File: config.mk
export PLATFORM = sky130hd
export DESIGN_NAME = auv_wb_timer
export DESIGN_NICKNAME = d
export VERILOG_FILES = /design/src/rtl/auv_timer_pkg.sv /design/src/rtl/auv_timer_prescaler.sv /design/src/rtl/auv_wb_timer.sv
export SDC_FILE = /design/constraint.sdc
export NUM_CORES = 1
export LEC_CHECK = 0
export CELL_PAD_IN_SITES_DETAIL_PLACEMENT = 0
export CELL_PAD_IN_SITES_GLOBAL_PLACEMENT = 1
export CORE_MARGIN = 3
export CORE_UTILIZATION = 40
export DETAILED_ROUTE_END_ITERATION = 7
export HOLD_SLACK_MARGIN = 0.05
export PLACE_DENSITY_LB_ADDON = 0.1
export SETUP_SLACK_MARGIN = 0.15
export SYNTH_ARGS = -nofsm -noshare
export SYNTH_HDL_FRONTEND = slang
export SYNTH_HIERARCHICAL = 1
export SYNTH_SLANG_ARGS = --single-unit
File: constraint.sdc
create_clock -name clk -period 3.4 [get_ports clk]
set_clock_uncertainty 0.1 [all_clocks]
set_input_delay 1.02 -clock clk [delete_from_list [all_inputs] [get_ports clk]]
set_output_delay 1.02 -clock clk [all_outputs]
set_load 0.05 [all_outputs]
File: src/rtl/auv_timer_pkg.sv
// Shared definitions for the Wishbone prescaled down-counter timer.
package auv_timer_pkg;

    localparam int unsigned DATA_W = 16;
    localparam int unsigned ADR_W  = 4;
    localparam int unsigned SEL_W  = 2;

    typedef enum logic [2:0] {
        IDX_CTRL      = 3'd0,
        IDX_STATUS    = 3'd1,
        IDX_PRESC     = 3'd2,
        IDX_RELOAD_LO = 3'd3,
        IDX_RELOAD_HI = 3'd4,
        IDX_COUNT_LO  = 3'd5,
        IDX_COUNT_HI  = 3'd6,
        IDX_RSVD      = 3'd7
    } reg_idx_e;

    localparam int unsigned CTRL_EN      = 0;
    localparam int unsigned CTRL_IE      = 1;
    localparam int unsigned CTRL_ONESHOT = 2;
    localparam int unsigned CTRL_W       = 3;
    localparam int unsigned STATUS_IF    = 0;

    // Merge a 16-bit write into an existing value under the byte-lane mask.
    function automatic logic [DATA_W-1:0] apply_sel(
        input logic [DATA_W-1:0] old_val,
        input logic [DATA_W-1:0] new_val,
        input logic [SEL_W-1:0]  sel
    );
        return {sel[1] ? new_val[15:8] : old_val[15:8],
                sel[0] ? new_val[7:0]  : old_val[7:0]};
    endfunction

endpackage

File: src/rtl/auv_timer_prescaler.sv
// Prescaler: counts 0..presc while enabled and flags the cycle it reaches presc.
module auv_timer_prescaler #(
    parameter int unsigned PRESC_WIDTH = 16
) (
    input  logic                   clk,
    input  logic                   rst_n,
    input  logic                   en,
    input  logic [PRESC_WIDTH-1:0] presc,
    input  logic                   restart,
    output logic                   tick_c
);

    logic [PRESC_WIDTH-1:0] cnt;

    assign tick_c = en && (cnt == presc);

    // Disabled or reprogrammed prescaler parks at 0 so the next period is full length.
    always_ff @(posedge clk or negedge rst_n) begin
        if (!rst_n) begin
            cnt <= '0;
        end else if (restart || !en || tick_c) begin
            cnt <= '0;
        end else begin
            cnt <= cnt + PRESC_WIDTH'(1);
        end
    end

endmodule

File: src/rtl/auv_wb_timer.sv
// Pipelined Wishbone responder exposing a prescaled down-counter timer with
// reload, one-shot mode, W1C interrupt flag and tear-free COUNT reads.
module auv_wb_timer
    import auv_timer_pkg::*;
#(
    parameter int unsigned          COUNT_WIDTH = 32,
    parameter int unsigned          PRESC_WIDTH = 16,
    parameter logic [COUNT_WIDTH-1:0] RST_RELOAD = '0
) (
    input  logic        clk,
    input  logic        rst_n,
    input  logic [3:0]  wb_adr_i,
    input  logic [15:0] wb_dat_i,
    output logic [15:0] wb_dat_o,
    input  logic [1:0]  wb_sel_i,
    input  logic        wb_we_i,
    input  logic        wb_stb_i,
    input  logic        wb_cyc_i,
    output logic        wb_ack_o,
    output logic        wb_err_o,
    output logic        wb_stall_o,
    output logic        irq_o
);

    logic [CTRL_W-1:0]      ctrl,   ctrl_d;
    logic                   if_q,   if_d;
    logic [PRESC_WIDTH-1:0] presc,  presc_d;
    logic [COUNT_WIDTH-1:0] reload, reload_d;
    logic [COUNT_WIDTH-1:0] count,  count_d;
    logic [DATA_W-1:0]      shadow, shadow_d;
    logic [DATA_W-1:0]      dat_d;
    logic                   ack_d, err_d;

    logic        acc, wr, rd;
    reg_idx_e    idx;
    logic        tick_c, expire_c, count_wr_c, presc_restart_c;
    logic [31:0] count_ext, reload_ext;
    logic [15:0] cnt_lo_new, cnt_hi_new, rl_lo_new, rl_hi_new, rdata;
    logic        unused_adr0;

    assign acc         = wb_cyc_i & wb_stb_i;
    assign wr          = acc & wb_we_i;
    assign rd          = acc & ~wb_we_i;
    assign idx         = reg_idx_e'(wb_adr_i[3:1]);
    assign unused_adr0 = wb_adr_i[0];
    assign wb_stall_o  = 1'b0;

    assign count_ext  = 32'(count);
    assign reload_ext = 32'(reload);

    assign count_wr_c      = wr && (idx == IDX_COUNT_LO || idx == IDX_COUNT_HI);
    assign presc_restart_c = wr && (idx == IDX_PRESC);
    // A software COUNT write overrides whatever the tick would have done.
    assign expire_c        = tick_c && (count == '0) && !count_wr_c;

    auv_timer_prescaler #(
        .PRESC_WIDTH (PRESC_WIDTH)
    ) u_prescaler (
        .clk     (clk),
        .rst_n   (rst_n),
        .en      (ctrl[CTRL_EN]),
        .presc   (presc),
        .restart (presc_restart_c),
        .tick_c  (tick_c)
    );

    // Read mux reflects state before the accepting edge.
    always_comb begin
        rdata = '0;
        case (idx)
            IDX_CTRL:      rdata = 16'(ctrl);
            IDX_STATUS:    rdata = 16'(if_q);
            IDX_PRESC:     rdata = 16'(presc);
            IDX_RELOAD_LO: rdata = reload_ext[15:0];
            IDX_RELOAD_HI: rdata = reload_ext[31:16];
            IDX_COUNT_LO:  rdata = count_ext[15:0];
            IDX_COUNT_HI:  rdata = shadow;
            default:       rdata = '0;
        endcase
    end

    // Next-state for registers, counter and bus response.
    always_comb begin
        ctrl_d     = ctrl;
        if_d       = if_q;
        presc_d    = presc;
        reload_d   = reload;
        count_d    = count;
        shadow_d   = shadow;
        cnt_lo_new = apply_sel(count_ext[15:0],   wb_dat_i, wb_sel_i);
        cnt_hi_new = apply_sel(count_ext[31:16],  wb_dat_i, wb_sel_i);
        rl_lo_new  = apply_sel(reload_ext[15:0],  wb_dat_i, wb_sel_i);
        rl_hi_new  = apply_sel(reload_ext[31:16], wb_dat_i, wb_sel_i);

        if (count_wr_c) begin
            count_d = (idx == IDX_COUNT_LO) ? COUNT_WIDTH'({count_ext[31:16], cnt_lo_new})
                                            : COUNT_WIDTH'({cnt_hi_new, count_ext[15:0]});
        end else if (tick_c) begin
            count_d = expire_c ? reload : count - COUNT_WIDTH'(1);
        end

        if (wr && idx == IDX_CTRL && wb_sel_i[0]) begin
            ctrl_d = wb_dat_i[CTRL_W-1:0];
        end else if (expire_c && ctrl[CTRL_ONESHOT]) begin
            ctrl_d[CTRL_EN] = 1'b0;
        end

        if (expire_c) begin
            if_d = 1'b1;
        end else if (wr && idx == IDX_STATUS && wb_sel_i[0] && wb_dat_i[STATUS_IF]) begin
            if_d = 1'b0;
        end

        if (presc_restart_c) begin
            presc_d = PRESC_WIDTH'(apply_sel(16'(presc), wb_dat_i, wb_sel_i));
        end
        if (wr && idx == IDX_RELOAD_LO) begin
            reload_d = COUNT_WIDTH'({reload_ext[31:16], rl_lo_new});
        end else if (wr && idx == IDX_RELOAD_HI) begin
            reload_d = COUNT_WIDTH'({rl_hi_new, reload_ext[15:0]});
        end

        if (rd && idx == IDX_COUNT_LO) begin
            shadow_d = count_ext[31:16];
        end

        ack_d = acc && (idx != IDX_RSVD);
        err_d = acc && (idx == IDX_RSVD);
        dat_d = (rd && idx != IDX_RSVD) ? rdata : '0;
    end

    always_ff @(posedge clk or negedge rst_n) begin
        if (!rst_n) begin
            ctrl     <= '0;
            if_q     <= 1'b0;
            presc    <= '0;
            reload   <= RST_RELOAD;
            count    <= RST_RELOAD;
            shadow   <= '0;
            wb_ack_o <= 1'b0;
            wb_err_o <= 1'b0;
            wb_dat_o <= '0;
            irq_o    <= 1'b0;
        end else begin
            ctrl     <= ctrl_d;
            if_q     <= if_d;
            presc    <= presc_d;
            reload   <= reload_d;
            count    <= count_d;
            shadow   <= shadow_d;
            wb_ack_o <= ack_d;
            wb_err_o <= err_d;
            wb_dat_o <= dat_d;
            irq_o    <= if_q & ctrl[CTRL_IE];
        end
    end

endmodule

==> parameters.txt, run 1 <==
Parameter                              Value

Run status
  Status ... finished, final reports clean

STA
  Top achievable clock speed ... 327 MHz
  Final-report setup violation count ... 0
  Slew @ Worst Pin ... 0.882 ns
  Max-slew headroom ... 41.0%
  Setup total negative slack ... 0 ns
  Hold Vio Cnt, Final ... 0
  Final worst path period share ... 89.8%
  Hold Slack ... 0.401 ns
  Worst path setup slack after routing ... 0.345 ns
  Count of pins over their slew limit ... 0
  Minimum clock period ... 3.05 ns
  Unrepaired setup endpoints after global routing ... false

Clock tree
  Clock tree from TritonCTS ... built
  Root Buffer Master ... clkbuf_16
  Number of clock sinks ... 135
  Maximum buffer depth of the clock tree ... 2
  Clock buffers created by TritonCTS ... 17
  Post-CTS clock slew at the launch and capture registers of the worst setup and hold paths ... 0.06 ns
  H-Tree Depth ... 4
  Clock latency on the worst-skew pair ... 0.42 ns
  Count of hold-fix buffers inserted at cts ... 0

Global routing
  Overflow left after global routing ... 0
  Via count of the first global-routing pass ... 5998
  Global-route wire length before repair ... 35.5 mm
  Total routing resource utilization after global routing ... 23.2%
  Largest net degree at the start of global routing ... 60
  Antenna violations before repair ... 0

Routing
  Number of detailed-routing iterations run before antenna repair ... 4
  Routed length per placed instance ... 22.6 um
  Via density per instance ... 5.95
  Antenna violation net count after detailed routing ... 0
  Iter 0 DRT Violations ... 470
  DRC violation count after routing ... 0
  Total number of vias ... 5876
  Final wirelength ... 22.3 mm

Power
  Post-layout total power ... 5.44 mW
  Clock network fraction of design power ... 34.2%
  Max IR drop VDD ... 393 uV
  Proportion of total power due to net switching ... 33.5%
  Sw power ... 1.82 mW
  Total power divided by cell area ... 616 mW/mm2
  Share of total power in sequential cells ... 40.5%
  Internal power ... 3.62 mW
  Combinational Power Share ... 25.3%
  Leakage power ... 3.69 nW

Yosys
  Post-Synthesis Net Count ... 710
  Cell count after synthesis ... 681
  Top cells by area, synth ... dfrtp_1 46%, mux2_2 12%, xnor2_1 4.0%, o21ai_0 2.7%, nor2_1 2.6%
  Async S/R FF share, synth ... 100%
  Netlist cell types ... 70
  Number of warning messages in the yosys log ... 6
  Register bit total from synthesis ... 135
  Sequential cell area fraction in the yosys report ... 46.4%
  Ys flop type ... dfrtp_1
  Post-synthesis area per instance ... 10.7 um2
  Number of synthesized flops with an enable pin ... 0
  Area share of the largest cell type after synthesis ... 46.4%
  Largest area contributor in the synthesized netlist ... dfrtp_1
  Synthesized area ... 0.00727 mm2

Final layout
  Relative area change from synthesis to final layout ... 21.3%
  Diode count ... 0
  Final Core Density ... 50.3%
  Final net count ... 779
  Number of inserted filler cells in the final layout ... 1618
  Proportion of layout cells with a drive suffix above 1 ... 24.8%
  Design area ... 0.00883 mm2
  Post-route insts no fill ... 988

Die
  Die ar. ... 0.0198 mm2
  Io pins ... 47
  FP Rows ... 48
  Core box area ... 0.0175 mm2
  Initial core utilization ... 41.5%
  Die X ... 141 um
  Die Y ... 141 um

Placement
  Sum of net half-perimeters after detailed placement ... 16.2 mm
  Post-detailed-placement cell area ... 0.00820 mm2
  Cell count after placement ... 955
  Number of buffers added on ports ... 44
  Minimum setup slack after placement ... -0.338 ns
  GP Congestion ... 0.837

Setup path
  Worst EP arrival ... 3.26 ns
  Crit end category ... flop
  Critical Path Source Type ... input pin
  Top fanout value on the critical path ... 17
  Path type of the worst setup path ... in -> reg
  Data required time of the critical path ... 3.61 ns

Run
  Number of max-cap violations ... 0

Hold path
  Min-Delay Path Class ... reg -> reg
==> synth_stat cells, types with 6 or more instances <==
cell type and count:
dfrtp_1 135, mux2_2 77, nor2_1 51, o21ai_0 39, xnor2_1 33, clkbuf_1 29
nand2_1 28, a22oi_1 24, nor3_1 24, nand3_1 18, nor4_1 18, a21oi_1 17
a211oi_1 16, xor2_1 13, a221oi_1 12, inv_1 11, a32oi_1 8, mux2i_1 7
nand4_1 7, o211ai_1 7, buf_2 6, nand2b_1 6
==> placed cells by master (no fill, tap or decap), types with 5 or more instances in the layout <==
| cell | count |
|---|---|
| dfrtp_1 | 135 |
| mux2_2 | 77 |
| nor2_1 | 51 |
| buf_4 | 50 |
| clkdlybuf4s50_1 | 43 |
| o21ai_0 | 39 |
| xnor2_1 | 33 |
| nand2_1 | 28 |
| a22oi_1 | 24 |
| nor3_1 | 24 |
| nand3_1 | 18 |
| a21oi_1 | 17 |
| clkbuf_16 | 17 |
| a211oi_1 | 16 |
| nor4_1 | 14 |
| xor2_1 | 13 |
| a221oi_1 | 12 |
| inv_1 | 11 |
| a32oi_1 | 8 |
| mux2i_1 | 7 |
| o211ai_1 | 7 |
| nand4_1 | 7 |
| nor4_2 | 7 |
| nand2b_1 | 6 |
| o31a_1 | 5 |
| o221ai_1 | 5 |
==> path summary, 6_finish.rpt <==
check | from | endpoint | slack (ns) | cells past startpoint
worst max-delay path | wb_adr_i[1] | count[30] | 0.35 | 6
worst max register to register | u_prescaler/cnt[8] | count[12] | 0.49 | 10
min in group asynchronous | rst_n | reload[4] | 0.42 | 1
max in group asynchronous | rst_n | count[16] | 1.94 | 2
worst min-delay path | shadow[13] | shadow[13] | 0.40 | 1
worst min register to register | shadow[13] | shadow[13] | 0.40 | 1
==> cell families after synthesis <==
logic type	count (synthesis)	share of synthesized area [%]
flops	135	46.4
fa+ha+maj	2	0.344
compound gates	166	16.3
xor+xnor	46	5.54
simple gates	188	14.2
buf+inv	57	3.61
mux	86	13.5
other cells	1	0.0516
==> registers in the layout, summed over array words and instances, names as in the netlist <==
register	count
count	32
shadow	16
wb_ack_o	1
u_prescaler/cnt	16
reload	32
presc	16
if_q	1
irq_o	1
wb_err_o	1
ctrl	3
wb_dat_o	16
==> final cells by class <==
| type | count | area [um2] | area share (%) |
|---|---|---|---|
| clock buffers | 21 | 470 | 5.33 |
| multi-input cells | 489 | 3670 | 41.6 |
| clock inverters | 11 | 123 | 1.39 |
| repair buffers | 96 | 857 | 9.71 |
| well taps | 225 | 282 | 3.19 |
| flip-flops and latches | 135 | 3380 | 38.3 |
| inverters | 11 | 41.3 | 0.468 |
==> power by group through the flow <==
stage / Sequential (mW) / Combinational, mW / Clock [mW]
final: 2.21 / 1.38 / 1.86
after global routing: 2.25 / 1.51 / 1.98
after CTS: 2.20 / 1.36 / 1.89
after detailed placement: 2.22 / 1.35 / 0
after global placement: 2.21 / 1.32 / 0
after floorplan: 2.10 / 1.00 / 0
==> metal layers <==
| metal | part of all wire (%) | GRT usage (%) | vias up |
|---|---|---|---|
| met5 | 0 | 0 | - |
| met4 | 1.4 | 5.61 | 0 |
| met3 | 3.5 | 4.44 | 22 |
| met2 | 49 | 38.0 | 143 |
| met1 | 46 | 31.9 | 3014 |
| li1 | - | - | 2697 |
==> critical path, stage by stage <==
cell and delay, ns:
clkdlybuf4s50_1 0.56, buf_4 0.28, nor2b_1 0.12, o21ai_2 0.40, nand2_1 0.48, o31ai_1 0.39
==> timing repair <==
item / in CTS / in global routing
cloned: 0 / 0
endpoints found under the setup margin: 3 / 24
gates resized for setup: 2 / 4
buffers inserted: 0 / 1
pin swaps: 0 / 4
Note: power is estimated with default switching activity, not from simulation.
==> inputs of run 2 (changes only) <==
--- a/config.mk
+++ b/config.mk
@@ -7,6 +7,7 @@
 export LEC_CHECK = 0
 export CELL_PAD_IN_SITES_DETAIL_PLACEMENT = 0
 export CELL_PAD_IN_SITES_GLOBAL_PLACEMENT = 1
+export CORE_ASPECT_RATIO = 0.6
 export CORE_MARGIN = 3
 export CORE_UTILIZATION = 40
 export DETAILED_ROUTE_END_ITERATION = 7
==> run 2 against run 1 <==
Sequential share of layout area rose by 0.11 points; first-iteration DRC count rose by 56%; hold slack got worse by 0.0017 ns; critical endpoint is now count[15]; utilization barely moved; cell count rose by 1.3%; sequential cell count did not move; critical path type is now reg -> reg; highest routed layer unchanged; register-to-register slack got worse by 0.17 ns; design area fell by 0.28%; count of clock-buffer cells in the layout rose by 2.
==> parameters.txt, run 2 (same netlist as run 1, synthesis figures left out) <==
Parameter                              Value

Clock tree
  Maximum buffer depth of the clock tree ... 2
  Number of clock sinks ... 135
  # resized after CTS ... 0
  H-Tree Depth ... 4
  Clock latency on the worst-skew pair ... 0.43 ns
  Clock tree from TritonCTS ... built
  Post-CTS clock slew at the launch and capture registers of the worst setup and hold paths ... 0.06 ns
  Clock buffers created by TritonCTS ... 17
  Root Buffer Master ... clkbuf_16

Final layout
  Largest registers ranked by flip-flop count ... count: 32 flops, reload: 32 flops
  Proportion of layout cells with a drive suffix above 1 ... 24.3%
  Commonest cells after routing, fill and taps aside ... 135 x dfrtp_1, 77 x mux2_2, 54 x buf_4
  Relative area change from synthesis to final layout ... 21.0%
  Area taken by multi-input logic gates ... 0.00364 mm2
  Most frequent standard cell in the layout excluding fill and tap cells ... dfrtp_1
  Final Core Density ... 50.3%
  Number of inserted filler cells in the final layout ... 1584
  Final net count ... 784
  Diode count ... 0
  Area used by sequential logic in the layout ... 0.00338 mm2

Setup path
  Critical Path Source Type ... flop
  Data required time of the critical path ... 3.62 ns
  Worst EP arrival ... 3.30 ns
  Maximum cell stage delay along the critical path ... 0.48 ns
  Path type of the worst setup path ... reg -> reg
  CP Cell Sequence ... xor2_1, nor4_1, nand2_1, nor4_1, buf_4, o21a_1, buf_4, a21o_1, o221ai_1, a31o_2
  Top fanout value on the critical path ... 11
  Crit end category ... flop
  Critical-path cell with the highest stage delay ... o21a_1

Die
  Die X ... 180 um
  Core box area ... 0.0175 mm2
  Io pins ... 47
  Die Y ... 110 um
  FP Rows ... 37
  Initial core utilization ... 41.6%
  Die ar. ... 0.0199 mm2

STA
  Top achievable clock speed ... 324 MHz
  Max-slew headroom ... 39.3%
  Final-report setup violation count ... 0
  Slew @ Worst Pin ... 0.907 ns
  Unrepaired setup endpoints after global routing ... false
  Count of pins over their slew limit ... 0
  Final worst path period share ... 90.7%
  Minimum clock period ... 3.08 ns
  Worst path setup slack after routing ... 0.317 ns
  Hold Vio Cnt, Final ... 0

Routing
  Final wirelength ... 23.6 mm
  Iter 0 DRT Violations ... 734
  DRC violation count after routing ... 0
  Number of detailed-routing iterations run before antenna repair ... 5
  Total number of vias ... 6142
  Via density per instance ... 6.14
  Antenna violation net count after detailed routing ... 0
  Routed length per placed instance ... 23.6 um

Placement
  GP Congestion ... 0.898
  Minimum setup slack after placement ... -0.0549 ns
  Sum of net half-perimeters after detailed placement ... 16.7 mm
  Number of buffers added on ports ... 44

Power
  Max IR drop VDD ... 339 uV
  Leakage power ... 3.70 nW
  Total power divided by cell area ... 603 mW/mm2

Hold path
  Min-Delay Path Class ... reg -> reg

Global routing
  Overflow left after global routing ... 0
  Antenna violations before repair ... 0
  Total routing resource utilization after global routing ... 24.1%
  Largest net degree at the start of global routing ... 46
  Global-route wire length before repair ... 36.8 mm
  Via count of the first global-routing pass ... 5898

Run
  Number of max-cap violations ... 0

Run status
  Status ... finished, final reports clean
[run 2: cell count changes in the layout (fill, tap and decap cells not counted), moves of 2 or more]
cell | before | now
buf_4 | 50 | 54
bufinv_16 | 2 | 0
clkinv_2 | 3 | 5
clkinvlp_4 | 4 | 2
nor4_1 | 14 | 18
nor4_2 | 7 | 3
[run 2: layer usage]
layer / wire length [um] / up-vias / GRT usage (%)
met3: 2200 / 28 / 5.73
met4: 260 / 0 / 6.44
met5: 0 / - / 0
met1: 11500 / 3097 / 38.4
met2: 9670 / 305 / 32.1
li1: - / 2712 / -
[run 2: worst max-delay path, delay by kind of cell (launching register included)]
kind	cells	cell delay, ns
buffers and inverters	2	0.43
AND/OR/NAND/NOR	3	0.85
AO/OA/AOI/OAI	4	0.95
XOR/XNOR	1	0.19
flip-flops	1	0.44
[run 2: final timing paths]
path / start / end / slack [ns] / cells past startpoint
worst max-delay path: u_prescaler/cnt[8] / count[15] / 0.32 / 10
worst min-delay path: shadow[6] / shadow[6] / 0.40 / 1
worst max register to register: u_prescaler/cnt[8] / count[15] / 0.32 / 10
worst min register to register: shadow[6] / shadow[6] / 0.40 / 1
max in group asynchronous: rst_n / reload[31] / 2.02 / 2
min in group asynchronous: rst_n / shadow[12] / 0.44 / 1
[run 2: through the flow]
step                      instance area (um2)  instances  power (mW)  setup TNS [ns]  hold WS (ns)
final                                    8800       1001        5.31               0         0.400
after global routing                     8800       1001        5.59               0         0.409
after CTS                                8800       1001        5.31               0         0.405
after detailed placement                 8260        970        3.59          -0.106         0.393
after global placement                   8260        970        3.55         -0.0374         0.383
after floorplan                          7270        681        3.10               0         0.367
[run 2: area by class of cell]
type                            instances  area share (%)
Tap cell                              234            3.33
Timing Repair Buffer                  101            10.3
Inverter                               11           0.469
Multi-Input combinational cell        489            41.4
Clock inverter                          8           0.554
Sequential cell                       135            38.4
Clock buffer                           23            5.54
[run 2: where the power goes]
group | internal [mW] | leakage [nW] | switching [mW]
Combinational | 0.625 | 1.62 | 0.770
Sequential | 1.85 | 1.81 | 0.355
Clock | 0.998 | 0.265 | 0.706
[run 2: what timing repair did]
item,4_1_cts,5_1_grt
setup endpoints to repair,0,4
buffers inserted,0,0
hold buffers,0,0
